$ cat src/rtl/fifo_wr_arbiter_if.sv
// Requester stream and FIFO write-side bundle for fifo_wr_arbiter.
// master is the arbiter's view; slave is the requester/FIFO environment's view.
interface fifo_wr_arbiter_if #(
  parameter int unsigned NREQ  = 4,
  parameter int unsigned DSIZE = 16
) ();

  localparam int unsigned IdW = $clog2(NREQ);

  logic [NREQ-1:0]       req_valid;
  logic [NREQ*DSIZE-1:0] req_data;
  logic [NREQ-1:0]       req_last;
  logic [NREQ-1:0]       req_ready;
  logic                  fifo_winc;
  logic [DSIZE-1:0]      fifo_wdata;
  logic                  fifo_wfull;
  logic                  fifo_awfull;
  logic [IdW-1:0]        grant_id;
  logic                  busy;

  modport master (
    input  req_valid, req_data, req_last, fifo_wfull, fifo_awfull,
    output req_ready, fifo_winc, fifo_wdata, grant_id, busy
  );

  modport slave (
    output req_valid, req_data, req_last, fifo_wfull, fifo_awfull,
    input  req_ready, fifo_winc, fifo_wdata, grant_id, busy
  );

endinterface

$ cat src/rtl/fifo_wr_arbiter.sv
// Round-robin burst arbiter sharing one async-FIFO write port among NREQ requesters.
// Define FIFO_WR_ARB_AWFULL_GATE_EN to block new grants while fifo_awfull is high.
module fifo_wr_arbiter #(
  parameter int unsigned NREQ     = 4,
  parameter int unsigned DSIZE    = 16,
  parameter int unsigned MAXBURST = 8
) (
  input logic               wclk,
  input logic               wrst_n,
  fifo_wr_arbiter_if.master bus
);

  localparam int unsigned IdW  = $clog2(NREQ);
  localparam int unsigned CntW = $clog2(MAXBURST + 1);

  typedef enum logic [0:0] {StIdle, StBurst} state_e;

  state_e          state_q, state_d;
  logic [IdW-1:0]  grant_q, grant_d;
  logic [IdW-1:0]  rr_ptr_q, rr_ptr_d;
  logic [CntW-1:0] beat_cnt_q, beat_cnt_d;

  logic            arb_ok;
  logic            arb_found;
  logic [IdW-1:0]  arb_sel;
  logic            xfer;
  logic            burst_end;

`ifdef FIFO_WR_ARB_AWFULL_GATE_EN
  assign arb_ok = ~bus.fifo_awfull;
`else
  logic unused_awfull;
  assign unused_awfull = bus.fifo_awfull;
  assign arb_ok        = 1'b1;
`endif

  // First valid requester searching upward from rr_ptr+1, wrapping at NREQ.
  always_comb begin
    int unsigned idx;
    arb_found = 1'b0;
    arb_sel   = '0;
    for (int unsigned off = 1; off <= NREQ; off++) begin
      idx = (32'(rr_ptr_q) + off) % NREQ;
      if (!arb_found && bus.req_valid[IdW'(idx)]) begin
        arb_found = 1'b1;
        arb_sel   = IdW'(idx);
      end
    end
  end

  assign xfer      = (state_q == StBurst) & bus.req_valid[grant_q] & ~bus.fifo_wfull;
  assign burst_end = bus.req_last[grant_q] | ((32'(beat_cnt_q) + 32'd1) == MAXBURST);

  always_ff @(posedge wclk or negedge wrst_n) begin
    if (!wrst_n) begin
      state_q    <= StIdle;
      grant_q    <= '0;
      rr_ptr_q   <= IdW'(NREQ - 1);
      beat_cnt_q <= '0;
    end else begin
      state_q    <= state_d;
      grant_q    <= grant_d;
      rr_ptr_q   <= rr_ptr_d;
      beat_cnt_q <= beat_cnt_d;
    end
  end

  always_comb begin
    state_d    = state_q;
    grant_d    = grant_q;
    rr_ptr_d   = rr_ptr_q;
    beat_cnt_d = beat_cnt_q;
    unique case (state_q)
      StIdle: begin
        if (arb_found && arb_ok) begin
          state_d    = StBurst;
          grant_d    = arb_sel;
          beat_cnt_d = '0;
        end
      end
      StBurst: begin
        if (xfer) begin
          if (burst_end) begin
            state_d    = StIdle;
            rr_ptr_d   = grant_q;
            beat_cnt_d = '0;
          end else begin
            beat_cnt_d = beat_cnt_q + CntW'(1);
          end
        end
      end
      default: state_d = StIdle;
    endcase
  end

  // Ready and write strobe are combinational on wfull so a full FIFO is never written.
  always_comb begin
    bus.req_ready  = '0;
    bus.fifo_winc  = 1'b0;
    bus.fifo_wdata = bus.req_data[grant_q*DSIZE +: DSIZE];
    bus.grant_id   = grant_q;
    bus.busy       = (state_q == StBurst);
    if (state_q == StBurst) begin
      bus.req_ready[grant_q] = ~bus.fifo_wfull;
      bus.fifo_winc          = bus.req_valid[grant_q] & ~bus.fifo_wfull;
    end
  end

endmodule
$ cat src/flat_wrapper.sv
// flat-port wrapper written by rule: the top's interface ports become plain ports
module fifo_wr_arbiter_flat 
#(
  parameter int unsigned NREQ     = 4,
  parameter int unsigned DSIZE    = 16,
  parameter int unsigned MAXBURST = 8
)
  (wclk, wrst_n, bus_req_valid, bus_req_data, bus_req_last, bus_fifo_wfull, bus_fifo_awfull, bus_req_ready, bus_fifo_winc, bus_fifo_wdata, bus_grant_id, bus_busy);
  fifo_wr_arbiter_if #(.NREQ(NREQ), .DSIZE(DSIZE)) bus_i ();
  input logic wclk;
  input logic wrst_n;
  input wire logic [$bits(bus_i.req_valid)-1:0] bus_req_valid;
  input wire logic [$bits(bus_i.req_data)-1:0] bus_req_data;
  input wire logic [$bits(bus_i.req_last)-1:0] bus_req_last;
  input wire logic [$bits(bus_i.fifo_wfull)-1:0] bus_fifo_wfull;
  input wire logic [$bits(bus_i.fifo_awfull)-1:0] bus_fifo_awfull;
  output wire logic [$bits(bus_i.req_ready)-1:0] bus_req_ready;
  output wire logic [$bits(bus_i.fifo_winc)-1:0] bus_fifo_winc;
  output wire logic [$bits(bus_i.fifo_wdata)-1:0] bus_fifo_wdata;
  output wire logic [$bits(bus_i.grant_id)-1:0] bus_grant_id;
  output wire logic [$bits(bus_i.busy)-1:0] bus_busy;
  assign bus_i.req_valid = bus_req_valid;
  assign bus_i.req_data = bus_req_data;
  assign bus_i.req_last = bus_req_last;
  assign bus_i.fifo_wfull = bus_fifo_wfull;
  assign bus_i.fifo_awfull = bus_fifo_awfull;
  assign bus_req_ready = bus_i.req_ready;
  assign bus_fifo_winc = bus_i.fifo_winc;
  assign bus_fifo_wdata = bus_i.fifo_wdata;
  assign bus_grant_id = bus_i.grant_id;
  assign bus_busy = bus_i.busy;
  fifo_wr_arbiter #(.NREQ(NREQ), .DSIZE(DSIZE), .MAXBURST(MAXBURST)) u_core (.wclk(wclk), .wrst_n(wrst_n), .bus(bus_i));
endmodule
$ cat config.mk
export PLATFORM = sky130hd
export DESIGN_NAME = fifo_wr_arbiter_flat
export DESIGN_NICKNAME = d
export VERILOG_FILES = /design/src/rtl/fifo_wr_arbiter_if.sv /design/src/rtl/fifo_wr_arbiter.sv /design/src/flat_wrapper.sv
export SDC_FILE = /design/constraint.sdc
export NUM_CORES = 1
export LEC_CHECK = 0
export ABC_AREA = 1
export ABC_CLOCK_PERIOD_IN_PS = 3300
export BUFFER_PORTS_ARGS = -buffer_cell sky130_fd_sc_hd__buf_2
export CAP_MARGIN = 20
export CELL_PAD_IN_SITES_DETAIL_PLACEMENT = 2
export CELL_PAD_IN_SITES_GLOBAL_PLACEMENT = 2
export CORE_MARGIN = 10
export CORE_UTILIZATION = 18
export DETAILED_ROUTE_END_ITERATION = 6
export GPL_ROUTABILITY_DRIVEN = 0
export PLACE_DENSITY_LB_ADDON = 0.3
export SYNTH_ARGS = -nofsm -noshare
export SYNTH_HDL_FRONTEND = slang
export SYNTH_SLANG_ARGS = --single-unit
$ cat constraint.sdc
create_clock -name wclk -period 3.3 [get_ports wclk]
set_clock_uncertainty 0.2 [all_clocks]
set_input_delay 0 -clock wclk [delete_from_list [all_inputs] [get_ports wclk]]
set_output_delay 0 -clock wclk [all_outputs]
set_load 0.01 [all_outputs]
======== Word-level counts from Yosys, hierarchy flattened ========
Cells that the tools add are included.
storage, ports and cells
  register bits after elaboration ......... 9
  output and inout bits ................... 24
  bits of input ports ..................... 76
cells by class
  reductions and logical operators ........ 10
  bitwise operators ....................... 7
  mux-type cells .......................... 32
  shift operators ......................... 1
  $lt $le $gt $ge ......................... 6
  eq/ne operators ......................... 3
  add/subtract/negate cells ............... 6
operators with widths
  operator             number
  $shiftx 64x7->16     1
  $eq 32x4->1 const B  1
  $mux 4               4
  $lt 2x3->1 const B   5
  $mux 1               15
  $bmux 1 s2           6
  $mux 2               4
  $pmux 4 s2           1
  $add 4x1->5 const B  1
  $add 2x1->2 const B  2
  $add 2x2->2 const B  2
  $add 4x1->4 const B  1
  $and 4x4->4          1
  $logic_and 1x1->1    4
  $reduce_and 2->1     2
  $and 1x1->1          3
  $logic_not 1->1      3
  $reduce_and 3->1     1
  $demux 1 s2          1
  $ge 2x1->1 const B   1
  $ne 2x1->1 const B   1
  $ne 2x2->1 const B   1
  $not 1->1            2
  $pmux 1 s2           1
  $or 1x1->1           1

======== Depth between registers and ports, before layout ========
  depth in word-level cells ............... 15
  gate-level depth with buffers ........... 12
  gate-level depth less buffers ........... 11

======== Least setup slack after synthesis ========
OpenSTA, ideal clock, no wires.
  path kind ............................... flip-flop to flip-flop
  start ................................... register u_core.rr_ptr_q[0]
  end ..................................... register u_core.beat_cnt_q[0]
  cell stages (with the launch flop) ...... 13
  data required time ...................... 2.983 ns
  slack ................................... 1.522 ns
  arrival ................................. 1.462 ns
  library setup time ...................... 0.117 ns
  clock period less this slack ............ 1.778 ns
  cell sequence ........................... dfstp_2 -> buf_4 -> inv_4 -> nand2_1 -> nand2_2 -> nand2_1 -> nand2_2 -> nor2_2 -> nand3_2 -> nand2_4 -> nand2_4 -> nand2_1 -> nand2_1
between the ends
  word-level cells in the longest chain between the ends .. 15
  elaborated cells on any way between the ends .. 24
ends and longest elaborated chain
  item                                 RTL line               RTL
  from (decl)                          fifo_wr_arbiter.sv:20  logic [IdW-1:0] rr_ptr_q, rr_ptr_d;
  from (signal assigned)               fifo_wr_arbiter.sv:58  rr_ptr_q <= IdW'(NREQ - 1);
  from (signal assigned)               fifo_wr_arbiter.sv:63  rr_ptr_q <= rr_ptr_d;
  $add 2x1->2                          fifo_wr_arbiter.sv:43  idx = (32'(rr_ptr_q) + off) % NREQ;
  $bmux 1 s2                           fifo_wr_arbiter.sv:44  if (!arb_found && bus.req_valid[IdW'(idx)]) begin
  $mux 1 (not written as such)         fifo_wr_arbiter.sv:44
  $mux 1                               fifo_wr_arbiter.sv:44
  $logic_not 1->1                      fifo_wr_arbiter.sv:44
  $logic_and 1x1->1                    fifo_wr_arbiter.sv:44
  $mux 1                               fifo_wr_arbiter.sv:44
  $logic_not 1->1                      fifo_wr_arbiter.sv:44
  $logic_and 1x1->1                    fifo_wr_arbiter.sv:44
  $mux 1                               fifo_wr_arbiter.sv:44
  $logic_not 1->1                      fifo_wr_arbiter.sv:44
  $logic_and 1x1->1                    fifo_wr_arbiter.sv:44
  $mux 1 *                             fifo_wr_arbiter.sv:44
  $ne 2x1->1 (no source line) *        -
  $reduce_and 2->1 (no source line) *  -
  to (signal assigned)                 fifo_wr_arbiter.sv:64  beat_cnt_q <= beat_cnt_d;
  to (decl)                            fifo_wr_arbiter.sv:21  logic [CntW-1:0] beat_cnt_q, beat_cnt_d;
Every way passes the cells marked *; elsewhere a longest branch is shown, timed or not. The select of a mux whose other input is x is not followed.
A chain may end at the register's enable or synchronous reset.

======== Final worst setup path ========
  start ................................... register u_core.grant_q[1], in the netlist u_core.bus.grant_id[1]
  end ..................................... output port bus_fifo_winc
between the ends
  word-level cells in the longest chain between the ends .. 4
ends and longest elaborated chain
  item                          RTL line                RTL
  from (decl)                   fifo_wr_arbiter.sv:19   logic [IdW-1:0] grant_q, grant_d;
  from (signal assigned)        fifo_wr_arbiter.sv:62   grant_q <= grant_d;
  $bmux 1 s2                    fifo_wr_arbiter.sv:105  bus.fifo_winc = bus.req_valid[grant_q] & ~bus.fifo_wfull;
  $mux 1 (not written as such)  fifo_wr_arbiter.sv:105
  $and 1x1->1                   fifo_wr_arbiter.sv:105
  $mux 1                        fifo_wr_arbiter.sv:103  if (state_q == StBurst) begin
  to (decl)                     flat_wrapper.sv:18      output wire logic [$bits(bus_i.fifo_winc)-1:0] bus_fifo_winc;
Every way passes these cells. The select of a mux whose other input is x is not followed.

==> run_results.csv <==
group,metric,value,unit
run_status,run_status,"finished clean",
synth,ys_async_sr_fraction,100,%
critical_path,cp-start-kind,"flop",
placement,post_placement_cell_count,378,
layout,drive_gt1_share,40.3,%
routing,avgViaCountPerCell,4.69,
placement,port_buffers,98,
floorplanning,placementRows,29,
timing,final_min_period_over_clock_period,66.6,%
global_route,groute.usage.overall,12.0,%
critical_path,setup.worst_path.class,"flop to output port",
global_route,overflow,0,
routing,drt_wl_total,6.53,mm
routing,antenna_violating_nets_post_route,0,
clocking,cts.htree.levels,1,
synth,post_synth_top_flop,"dfrtp_1",
timing,setup_violations,0,
synth,synth-warning-count,0,
hold_path,worst_hold_path.num_cells,8,
power_and_ir_drop,worst_ir_drop_vdd,244,uV
hold_path,min_to,"u_core.beat_cnt_q[2]",
routing,route.detailed.wl_per_inst,17.0,um
global_route,grt_pass1_wl,10.2,mm
synth,synth.yosys.seq_area_share,18.7,%
routing,route.detailed.drc,0,
layout,antenna_diode_instance_count,0,
layout,fill_cells,843,
routing,drt_iter0_markers,37,
synth,mappedNetlistNets,287,
floorplanning,design.core.area,6460,um^2
layout,seqCellArea,228,um^2
timing,slew_viol_final,0,
layout,stdcell_count,385,
routing,topRoutingLayerUsed,"met4",
timing,final_period_minus_worst_setup_slack,2200,ps
clocking,cts_tree,"done",
critical_path,timing.critical_path.slowest_cell_delay,450,ps
placement,dpl.hpwl,5.49,mm
critical_path,worst_path_most_repeated_cell,"nand2_1",
power_and_ir_drop,cellPowerDensity,870,nW/um^2
floorplanning,io_pins,100,
global_route,first_global_vias,2064,
critical_path,crit_path_max_fanout,20,
timing,holdWs,54.1,ps
critical_path,timing.critical_path.cells,"buf_4, nand2_2, inv_2, nand2_1, nand2_1, o21ai_2, inv_1, buf_2",
timing,setup_repair_after_global_routing_missed_its_margin,"false",
floorplanning,area_enclosed_by_the_die_boundary,10500,um^2
global_route,largest_net_degree_at_the_start_of_global_routing,22,
timing,setup_tns,0,ps
routing,route.met3.wl,306,um
clocking,clock_sink_count,9,
critical_path,regToRegStartpoint,"u_core.bus.grant_id[1]",
clocking,ctsRootBufferMaster,"clkbuf_8",
layout,final_core_util,28.6,%
routing,met2_wirelength,3.47,mm
critical_path,worst_ep_arrival_time,2000,ps
layout,flow.area_growth_from_synthesis,51.5,%
synth,post_synth_edffs,0,
critical_path,critical_path.slowest_cell,"dfrtp_1",
floorplanning,chipWidth,102,um
global_route,antenna_violations_before_repair,0,
timing,timing.max_slew.rel_slack,66.9,%
critical_path,required,3100,ps
routing,drt_pass1_iterations,4,
routing,via_count,1807,
critical_path,setup.worst_path.start,"u_core.bus.grant_id[1]",
critical_path,worst-r2r-cell-count,10,
layout,nets,386,
routing,wl_met1,2.65,mm
clocking,clock_insertion_delay_worst_skew,230,ps
synth,ys_ff_latch,9,
synth,count_of_mapped_cells_out_of_synthesis,210,
timing,finalHoldViolCount,0,
critical_path,reg2reg_slack,1160,ps
timing,maxClockFrequency,0.455,GHz
timing,worst_slew_pin_slew,495,ps
clocking,tritoncts_buffer_count,3,
hold_path,min-delay-path-class,"primary input to flop",
clocking,clkSlewWorstSetupHoldPaths,40,ps
synth,synth.distinct_cells,30,
power_and_ir_drop,cellLeakagePower,1.05,nW
synth,syn-cell-area,1220,um^2
floorplanning,floorplan.initialDensity,18.9,%
clocking,clk_path_buf_depth,2,
flow_run,drv.max_cap_violation_count,0,
floorplanning,fp.dieH,102,um
critical_path,end_kind,"output port",
critical_path,critical_path.reg2reg.endpoint,"u_core.rr_ptr_q[0]",
power_and_ir_drop,power,1.61,mW
layout,multi_input_comb_area,876,um^2
synth,syn-mean-instance-area,5.80,um^2
hold_path,hold_path_startpoint,"bus_req_last[1]",
clocking,post-cts-setup-buffers,0,
-- cell type report --
type,count,share of cell area (%)
Clock buffer,4,2.44
Sequential cell,9,12.3
Inverter,17,3.59
Multi-Input combinational cell,175,47.4
Timing Repair Buffer,103,29.0
Tap cell,77,5.22
-- cells in the mapped netlist, types with 2 or more instances --
cell / n / area (um^2)
clkbuf_1: 2 / 7.51
nor3_1: 2 / 10.0
o21ai_0: 4 / 20.0
nand2_1: 75 / 282
a22oi_1: 15 / 113
dfstp_2: 2 / 52.6
buf_2: 3 / 15.0
buf_1: 2 / 7.51
nand4_1: 3 / 18.8
inv_1: 13 / 48.8
nand2_2: 6 / 37.5
inv_2: 3 / 11.3
nand3_1: 44 / 220
dfrtp_1: 7 / 175
nor2_1: 12 / 45.0
nand2_4: 2 / 22.5
nor2_2: 2 / 12.5
-- logic make-up (layout without fill, tap and decap cells) --
logic type                 count (synthesis)  after routing  share of synthesized area, %
AOI/OAI and AO/OA                         25             25                          15.2
xor gates and xnor gates                   1              1                         0.719
adders and majority gates                  1              1                          1.03
buffers and inverters                     26            124                          9.45
DFF                                        9              9                          18.7
and+or+nand+nor                          148            148                          54.9
-- registers in the layout, indices dropped and copies added (netlist names) --
register / flops
u_core.bus.busy: 1
u_core.rr_ptr_q: 2
u_core.beat_cnt_q: 4
u_core.bus.grant_id: 2
-- power breakdown --
group          switching [mW]  internal (mW)  leakage (nW)  total, mW
sequential             0.0773          0.165         0.110      0.243
combinational           0.801          0.440         0.917       1.24
clock                  0.0397         0.0838        0.0228      0.123
total                   0.918          0.689          1.05       1.61
-- worst max-delay path by stage --
stage	to	cells past startpoint	slack [ps]
after floorplan	u_core.beat_cnt_q[0]	12	1520
after global placement	u_core.rr_ptr_q[0]	10	1190
after detailed placement	u_core.rr_ptr_q[0]	10	1130
after CTS	bus_fifo_winc	8	1050
after global routing	u_core.rr_ptr_q[0]	9	870
final	bus_fifo_winc	8	1100
-- routing by layer --
layer  GRT usage, %  vias up
met3           2.90        8
li1               -      896
met5              0        -
met1           13.3      856
met4           2.82        0
met2           22.5       47
-- metrics by stage --
stage	area [um^2]	setup slack [ps]
6_report	1850	1100
5_1_grt	1850	867
4_1_cts	1850	1050
3_5_place_dp	1770	1130
3_3_place_gp	1770	1190
2_1_floorplan	1220	1520
-- timing repair --
item / 4_1_cts / 5_1_grt
endpoints found under the setup margin: 0 / 0
resized for setup: 0 / 0
hold buffers: 3 / 0
endpoints found under the hold margin: 12 / 0
-- cell usage in the layout (no fill, tap or decap), drive strengths merged --
cell         Yosys  layout
a21boi           1       1
a21oi            2       2
a22oi           15      15
buf              7     100
clkbuf           2       4
dfrtp            7       7
dfstp            2       2
dlygate4sd3      0       3
ha               1       1
inv             17      17
nand2           83      83
nand3           45      45
nand4            3       3
nor2            15      15
nor3             2       2
o21ai            6       6
o22ai            1       1
xor2             1       1
-- critical path, delay by kind of cell (launching register included) --
family                 cells  cell delay, ps
flip-flops                 1             450
AO/OA/AOI/OAI              1             360
buffers and inverters      4             700
AND/OR/NAND/NOR            3             260
No activity file was read; power rests on OpenSTA's default activity.
